===== src/rtl/morse_pkg.sv =====
// morse_pkg: shared types and constants for the Morse receiver.
//   - state_e      : decoder FSM states
//   - CODE_S..Z    : 3-bit letter codes, same encoding as the SW[2:0] letter select
//   - DOT_TICKS, DASH_TICKS, GAP_TICKS, MAX_SYMS : timing units (ticks) and symbol limit
//   - lookup_letter: (symbol count, symbol bits) -> {hit, code}
package morse_pkg;

  typedef enum logic [1:0] {
    ST_IDLE  = 2'd0,
    ST_MARK  = 2'd1,
    ST_SPACE = 2'd2,
    ST_DONE  = 2'd3
  } state_e;

  localparam logic [2:0] CODE_S = 3'd0;
  localparam logic [2:0] CODE_T = 3'd1;
  localparam logic [2:0] CODE_U = 3'd2;
  localparam logic [2:0] CODE_V = 3'd3;
  localparam logic [2:0] CODE_W = 3'd4;
  localparam logic [2:0] CODE_X = 3'd5;
  localparam logic [2:0] CODE_Y = 3'd6;
  localparam logic [2:0] CODE_Z = 3'd7;

  localparam int DOT_TICKS  = 1;
  localparam int DASH_TICKS = 3;
  localparam int GAP_TICKS  = 3;
  localparam int MAX_SYMS   = 4;

  // Symbols are stored newest-at-LSB, 1 = dash. Unused upper bits stay 0
  // because the store is cleared at the start of every letter.
  function automatic logic [3:0] lookup_letter(input logic [2:0] len, input logic [3:0] sym);
    logic [3:0] res;
    res = {1'b0, CODE_S};
    case ({len, sym})
      {3'd3, 4'b0000}: res = {1'b1, CODE_S};
      {3'd1, 4'b0001}: res = {1'b1, CODE_T};
      {3'd3, 4'b0001}: res = {1'b1, CODE_U};
      {3'd4, 4'b0001}: res = {1'b1, CODE_V};
      {3'd3, 4'b0011}: res = {1'b1, CODE_W};
      {3'd4, 4'b1001}: res = {1'b1, CODE_X};
      {3'd4, 4'b1011}: res = {1'b1, CODE_Y};
      {3'd4, 4'b1100}: res = {1'b1, CODE_Z};
      default:         res = {1'b0, CODE_S};
    endcase
    return res;
  endfunction

endpackage


===== src/rtl/rate_tick.sv =====
// rate_tick: sampling-rate divider for the Morse receiver.
//   Counts 0..TICK_DIV and wraps; tick is high for the one cycle whose count wraps.
//   reload forces the count to TICK_DIV/2 so the next tick lands mid-bit.
// Ports:
//   CLOCK_50 in  system clock
//   reset    in  synchronous active-high reset (count -> 0)
//   reload   in  phase realign request
//   tick     out one-cycle sample strobe
module rate_tick #(
  parameter int TICK_DIV = 25,
  parameter int CNT_W    = 26
) (
  input  logic CLOCK_50,
  input  logic reset,
  input  logic reload,
  output logic tick
);

  localparam logic [CNT_W-1:0] TERM = CNT_W'(TICK_DIV);
  localparam logic [CNT_W-1:0] HALF = CNT_W'(TICK_DIV / 2);

  logic [CNT_W-1:0] cnt_q, cnt_d;

  always_comb begin
    cnt_d = cnt_q + CNT_W'(1);
    if (cnt_q == TERM) cnt_d = '0;
    if (reload)        cnt_d = HALF;
  end

  always_ff @(posedge CLOCK_50) begin
    if (reset) cnt_q <= '0;
    else       cnt_q <= cnt_d;
  end

  assign tick = (cnt_q == TERM);

endmodule


===== src/rtl/morse_decoder.sv =====
// morse_decoder: receives a Morse level stream (one bit per tick) and decodes S..Z.
// Ports:
//   CLOCK_50    in  system clock
//   reset       in  synchronous active-high reset
//   morse_in    in  raw Morse level, 1 = mark, asynchronous to the tick
//   letter_code out last decoded letter (S=000 .. Z=111), 000 on error
//   valid       out one-cycle strobe when letter_code/err update
//   err         out last letter malformed or unknown
//   busy        out FSM not idle
// Build option: define MORSE_MIDSAMPLE_EN to realign the divider to bit centre
// on every edge of the synchronised input; otherwise the divider free-runs.
module morse_decoder
  import morse_pkg::*;
#(
  parameter int TICK_DIV = 25,
  parameter int CNT_W    = 26
) (
  input  logic       CLOCK_50,
  input  logic       reset,
  input  logic       morse_in,
  output logic [2:0] letter_code,
  output logic       valid,
  output logic       err,
  output logic       busy
);

  localparam logic [2:0] DOT_RUN  = 3'(DOT_TICKS);
  localparam logic [2:0] DASH_RUN = 3'(DASH_TICKS);
  localparam logic [2:0] GAP_RUN  = 3'(GAP_TICKS);
  localparam logic [2:0] MAX_LEN  = 3'(MAX_SYMS);
  localparam logic [2:0] RUN_MAX  = 3'd7;

  logic       ms_meta_q, ms_q;
  logic       tick, reload;

  state_e     state_q, state_d;
  logic [2:0] run_q, run_d;
  logic [3:0] sym_q, sym_d;
  logic [2:0] sym_len_q, sym_len_d;
  logic       bad_q, bad_d;
  logic [2:0] letter_code_q, letter_code_d;
  logic       err_q, err_d;
  logic       valid_q, valid_d;
  logic [3:0] lk;

  always_ff @(posedge CLOCK_50) begin
    if (reset) begin
      ms_meta_q <= 1'b0;
      ms_q      <= 1'b0;
    end else begin
      ms_meta_q <= morse_in;
      ms_q      <= ms_meta_q;
    end
  end

`ifdef MORSE_MIDSAMPLE_EN
  logic ms_prev_q;
  always_ff @(posedge CLOCK_50) begin
    if (reset) ms_prev_q <= 1'b0;
    else       ms_prev_q <= ms_q;
  end
  assign reload = ms_q ^ ms_prev_q;
`else
  assign reload = 1'b0;
`endif

  rate_tick #(
    .TICK_DIV(TICK_DIV),
    .CNT_W   (CNT_W)
  ) u_rate_tick (
    .CLOCK_50(CLOCK_50),
    .reset   (reset),
    .reload  (reload),
    .tick    (tick)
  );

  assign lk = lookup_letter(sym_len_q, sym_q);

  always_comb begin
    state_d       = state_q;
    run_d         = run_q;
    sym_d         = sym_q;
    sym_len_d     = sym_len_q;
    bad_d         = bad_q;
    letter_code_d = letter_code_q;
    err_d         = err_q;
    valid_d       = 1'b0;
    case (state_q)
      ST_IDLE: begin
        if (tick && ms_q) begin
          state_d   = ST_MARK;
          run_d     = 3'd1;
          sym_d     = 4'd0;
          sym_len_d = 3'd0;
          bad_d     = 1'b0;
        end
      end
      ST_MARK: begin
        if (tick) begin
          if (ms_q) begin
            // Longer than a dash can ever be: letter is already malformed.
            if (run_q >= DASH_RUN) bad_d = 1'b1;
            if (run_q != RUN_MAX)  run_d = run_q + 3'd1;
          end else begin
            if (run_q != DOT_RUN && run_q != DASH_RUN) bad_d = 1'b1;
            if (sym_len_q == MAX_LEN) begin
              bad_d = 1'b1;
            end else begin
              sym_d     = {sym_q[2:0], (run_q == DASH_RUN)};
              sym_len_d = sym_len_q + 3'd1;
            end
            state_d = ST_SPACE;
            run_d   = 3'd1;
          end
        end
      end
      ST_SPACE: begin
        if (tick) begin
          if (!ms_q) begin
            run_d = run_q + 3'd1;
            if (run_q + 3'd1 == GAP_RUN) state_d = ST_DONE;
          end else begin
            // Too long for an intra-letter gap, too short for a letter end.
            if (run_q == GAP_RUN - 3'd1) bad_d = 1'b1;
            state_d = ST_MARK;
            run_d   = 3'd1;
          end
        end
      end
      ST_DONE: begin
        valid_d = 1'b1;
        state_d = ST_IDLE;
        if (bad_q || !lk[3]) begin
          err_d         = 1'b1;
          letter_code_d = CODE_S;
        end else begin
          err_d         = 1'b0;
          letter_code_d = lk[2:0];
        end
      end
      default: state_d = ST_IDLE;
    endcase
  end

  always_ff @(posedge CLOCK_50) begin
    if (reset) begin
      state_q       <= ST_IDLE;
      run_q         <= 3'd0;
      sym_q         <= 4'd0;
      sym_len_q     <= 3'd0;
      bad_q         <= 1'b0;
      letter_code_q <= CODE_S;
      err_q         <= 1'b0;
      valid_q       <= 1'b0;
    end else begin
      state_q       <= state_d;
      run_q         <= run_d;
      sym_q         <= sym_d;
      sym_len_q     <= sym_len_d;
      bad_q         <= bad_d;
      letter_code_q <= letter_code_d;
      err_q         <= err_d;
      valid_q       <= valid_d;
    end
  end

  assign letter_code = letter_code_q;
  assign err         = err_q;
  assign valid       = valid_q;
  assign busy        = (state_q != ST_IDLE);

endmodule


===== config.mk =====
export PLATFORM = sky130hd
export DESIGN_NAME = morse_decoder
export DESIGN_NICKNAME = d
export VERILOG_FILES = /design/src/rtl/morse_pkg.sv /design/src/rtl/rate_tick.sv /design/src/rtl/morse_decoder.sv
export SDC_FILE = /design/constraint.sdc
export NUM_CORES = 1
export LEC_CHECK = 0
export CAP_MARGIN = 30
export CORE_MARGIN = 3
export CORE_UTILIZATION = 45
export DETAILED_ROUTE_END_ITERATION = 16
export GPL_TIMING_DRIVEN = 0
export SYNTH_ARGS = -nofsm -noshare
export SYNTH_HDL_FRONTEND = slang
export SYNTH_SLANG_ARGS = --single-unit

===== constraint.sdc =====
create_clock -name CLOCK_50 -period 1.6 [get_ports CLOCK_50]
set_input_delay 0.4 -clock CLOCK_50 [delete_from_list [all_inputs] [get_ports CLOCK_50]]
set_output_delay 0.4 -clock CLOCK_50 [all_outputs]
set_load 0.03 [all_outputs]

==> metrics.txt <==
top cell type's share of synthesized area=about a third; fin crit share=112%; clock slew at reported path FFs=around 0.1 ns; WHS=0.453 ns; diode count=0; max_slew headroom=approximately three quarters; Max Root-Sink Buffers=2; main flop type after synthesis=dfxtp_1; pwr dens=around 600 nW/um2; antenna violations before repair=0; Mapped Nets=approximately 320; fillers=just over 500; slowest library cell on the worst path=dfxtp_4; crit path kind=flip-flop to flip-flop; Chip Width=82.4 um; GRT Total Usage=18.1%; Hold Path Class=flip-flop to flip-flop; post-synthesis sequential area ratio=about a third; post-DP HPWL=slightly below 4000 um; violated checks=negative setup slack; # nets final=349; CP arrival=slightly below 2 ns; WP data required=roughly 1.8 ns; synth top area cells=dfxtp_1, ha_1, nor2_1; most numerous cell in the Yosys netlist=dfxtp_1; Initial Util=47.2%; Yosys top cell by area=dfxtp_1; post-synthesis cell count=around 300; DP Area=~2800 um2; clock buffers created by TritonCTS=5; Max Slew Vio Count=0; CP max stage delay=between 0.3 and 0.4 ns; vias=2142; CP Launch Type=flip-flop; CTS tree=built; vias in the first global route=a little under 2000; utilization after layout=60.2%; RSZ-0062 raised after global routing=true; final hold violations=0; most frequent cells after synthesis=dfxtp_1, nor2_1, inv_1; worst skew pair latency=roughly 0.30 ns; Critical Path, Cell by Cell=buf_4 > ha_4 > nand4_1 > nor4_4 > buf_4 > nand4_1 > xor2_1 > nor2_1; Seq cells post-synth=between 40 and 50; clk_skew=0.0144 ns; standard-cell rows=27; number of max-cap violations=0; crit path max fanout=4; Pleak=between 0.001 and 0.0015 uW; DR iter-0 viols=71; # DRC=0; TritonRoute pass-1 iters=4; largest net degree at the start of global routing=15; die area=approximately 6800 um2; Final min period=1.79 ns; Top-Level Pins=9; Area growth, synth to finish=27.7%; Post-synth ARST share=0%; fmax=roughly 0.56 GHz; Avg Cell Area, Syn=approximately 8.7 um2; total grt overflow=0; share of cells above drive strength 1=between 30% and 40%; Cell variety after synth=52; final worst slack=-0.185 ns; status=complete, but fails checks; CTS H-tree lvls=2; design area=3360 um2; VDD IR max=0.000380 V; final setup fails=36; Total Wirelength=around 5700 um; synth warn=0; first-pass GRT wire length=9580 um; CTS Root Cell=clkbuf_8; IO Port Bufs=8; CP Capture Type=flip-flop; core footprint=around 5600 um2; Post-synth EDFFs=0; Die Y=slightly above 80 um; hold buffer count at CTS=0; GP Congestion=roughly 0.8; post-route ant nets=0; clk sinks=46; Worst-Margin Slew=roughly 0.39 ns; Syn Std Cell Area=between 2000 and 3000 um2; wire per inst=approximately 14 um; Via density=5.30
## flip-flops by register name, summed over array words and instances (netlist names)
register / flops
u_rate_tick.cnt_q: 26
sym_q: 4
letter_code: 3
run_q: 3
sym_len_q: 3
state_q: 2
bad_q: 1
err: 1
ms_meta_q: 1
ms_q: 1
valid: 1
## layout make-up
class | count | area [um2] | area share, %
flip-flops and latches | 46 | 962 | 28.7
well taps | 72 | 90.1 | 2.68
clock inverters | 1 | 8.76 | 0.261
clock buffers | 7 | 86.3 | 2.57
multi-input cells | 225 | 1830 | 54.5
plain buffers | 13 | 108 | 3.21
repair buffers | 24 | 203 | 6.04
inverters | 16 | 67.6 | 2.01
## layout by cell type, fill, tap and decap left out, drive strengths merged, types with 4 or more instances in the layout
master       count
nor2            47
dfxtp           46
buf             27
inv             17
nand3           17
xnor2           15
ha              15
nand2b          13
a21oi           10
clkbuf          10
xor2             9
nand2            9
nor3             9
nand4            8
nor4             8
o21ai            6
nor2b            6
a22oi            5
dlygate4sd2      5
mux2i            5
or2              4
## power breakdown
group,internal (uW),switching [uW],total [uW]
registers,1140,8.81,1150
logic,71.3,78.0,149
clock network,358,408,766
total,1570,495,2070
## routing by layer
metal	wire length [um]	track usage, %	vias up
met5	0	0	-
met4	70	4.98	0
met3	155	3.36	7
met2	2840	29.5	26
met1	2660	24.4	1004
li1	-	-	1105
## metrics by stage
stage	std cells	setup WS [ns]	power, uW	TNS (ns)
6_report	404	-0.185	2070	-3.70
3_3_place_gp	381	-0.490	1280	-13.73
4_1_cts	399	-0.140	2080	-3.44
5_1_grt	404	-0.280	2170	-8.32
3_5_place_dp	381	-0.523	1280	-13.79
2_1_floorplan	301	-0.00629	1250	-0.0126
## cell families (layout without fill, tap and decap cells)
kind of cell / after synthesis / in the layout / synth area share, %
AND/OR/NAND/NOR: 141 / 141 / 32.2
flip-flops: 46 / 46 / 35.0
AO/OA/AOI/OAI: 38 / 38 / 9.33
buffers and inverters: 30 / 61 / 5.52
XOR/XNOR: 24 / 24 / 8.00
adder cells (fa/ha/maj): 15 / 15 / 7.14
multiplexers: 7 / 7 / 2.76
## final timing paths
check                       startpoint               endpoint  slack (ns)  cells after the start
setup / recovery  u_rate_tick.cnt_q[0]  u_rate_tick.cnt_q[18]       -0.19                      8
hold / removal               ms_meta_q                   ms_q        0.45                      1
setup reg to reg  u_rate_tick.cnt_q[0]  u_rate_tick.cnt_q[18]       -0.19                      8
hold reg to reg              ms_meta_q                   ms_q        0.45                      1
## worst max-delay path: cells and delay by family (launching register included)
| family | cells | cell delay [ns] |
|---|---|---|
| AND/OR/NAND/NOR | 4 | 0.71 |
| XOR/XNOR | 1 | 0.15 |
| buffers and inverters | 2 | 0.31 |
| adder cells (fa/ha/maj) | 1 | 0.13 |
| flip-flops | 1 | 0.39 |
## repair_timing
action,4_1_cts,5_1_grt
setup buffers,9,6
gates resized for setup,68,27
cloned,1,0
pin swaps,13,16
endpoints found under the setup margin,49,42
hold endpoints to repair,0,0
Power figures use the tool's default switching activity.
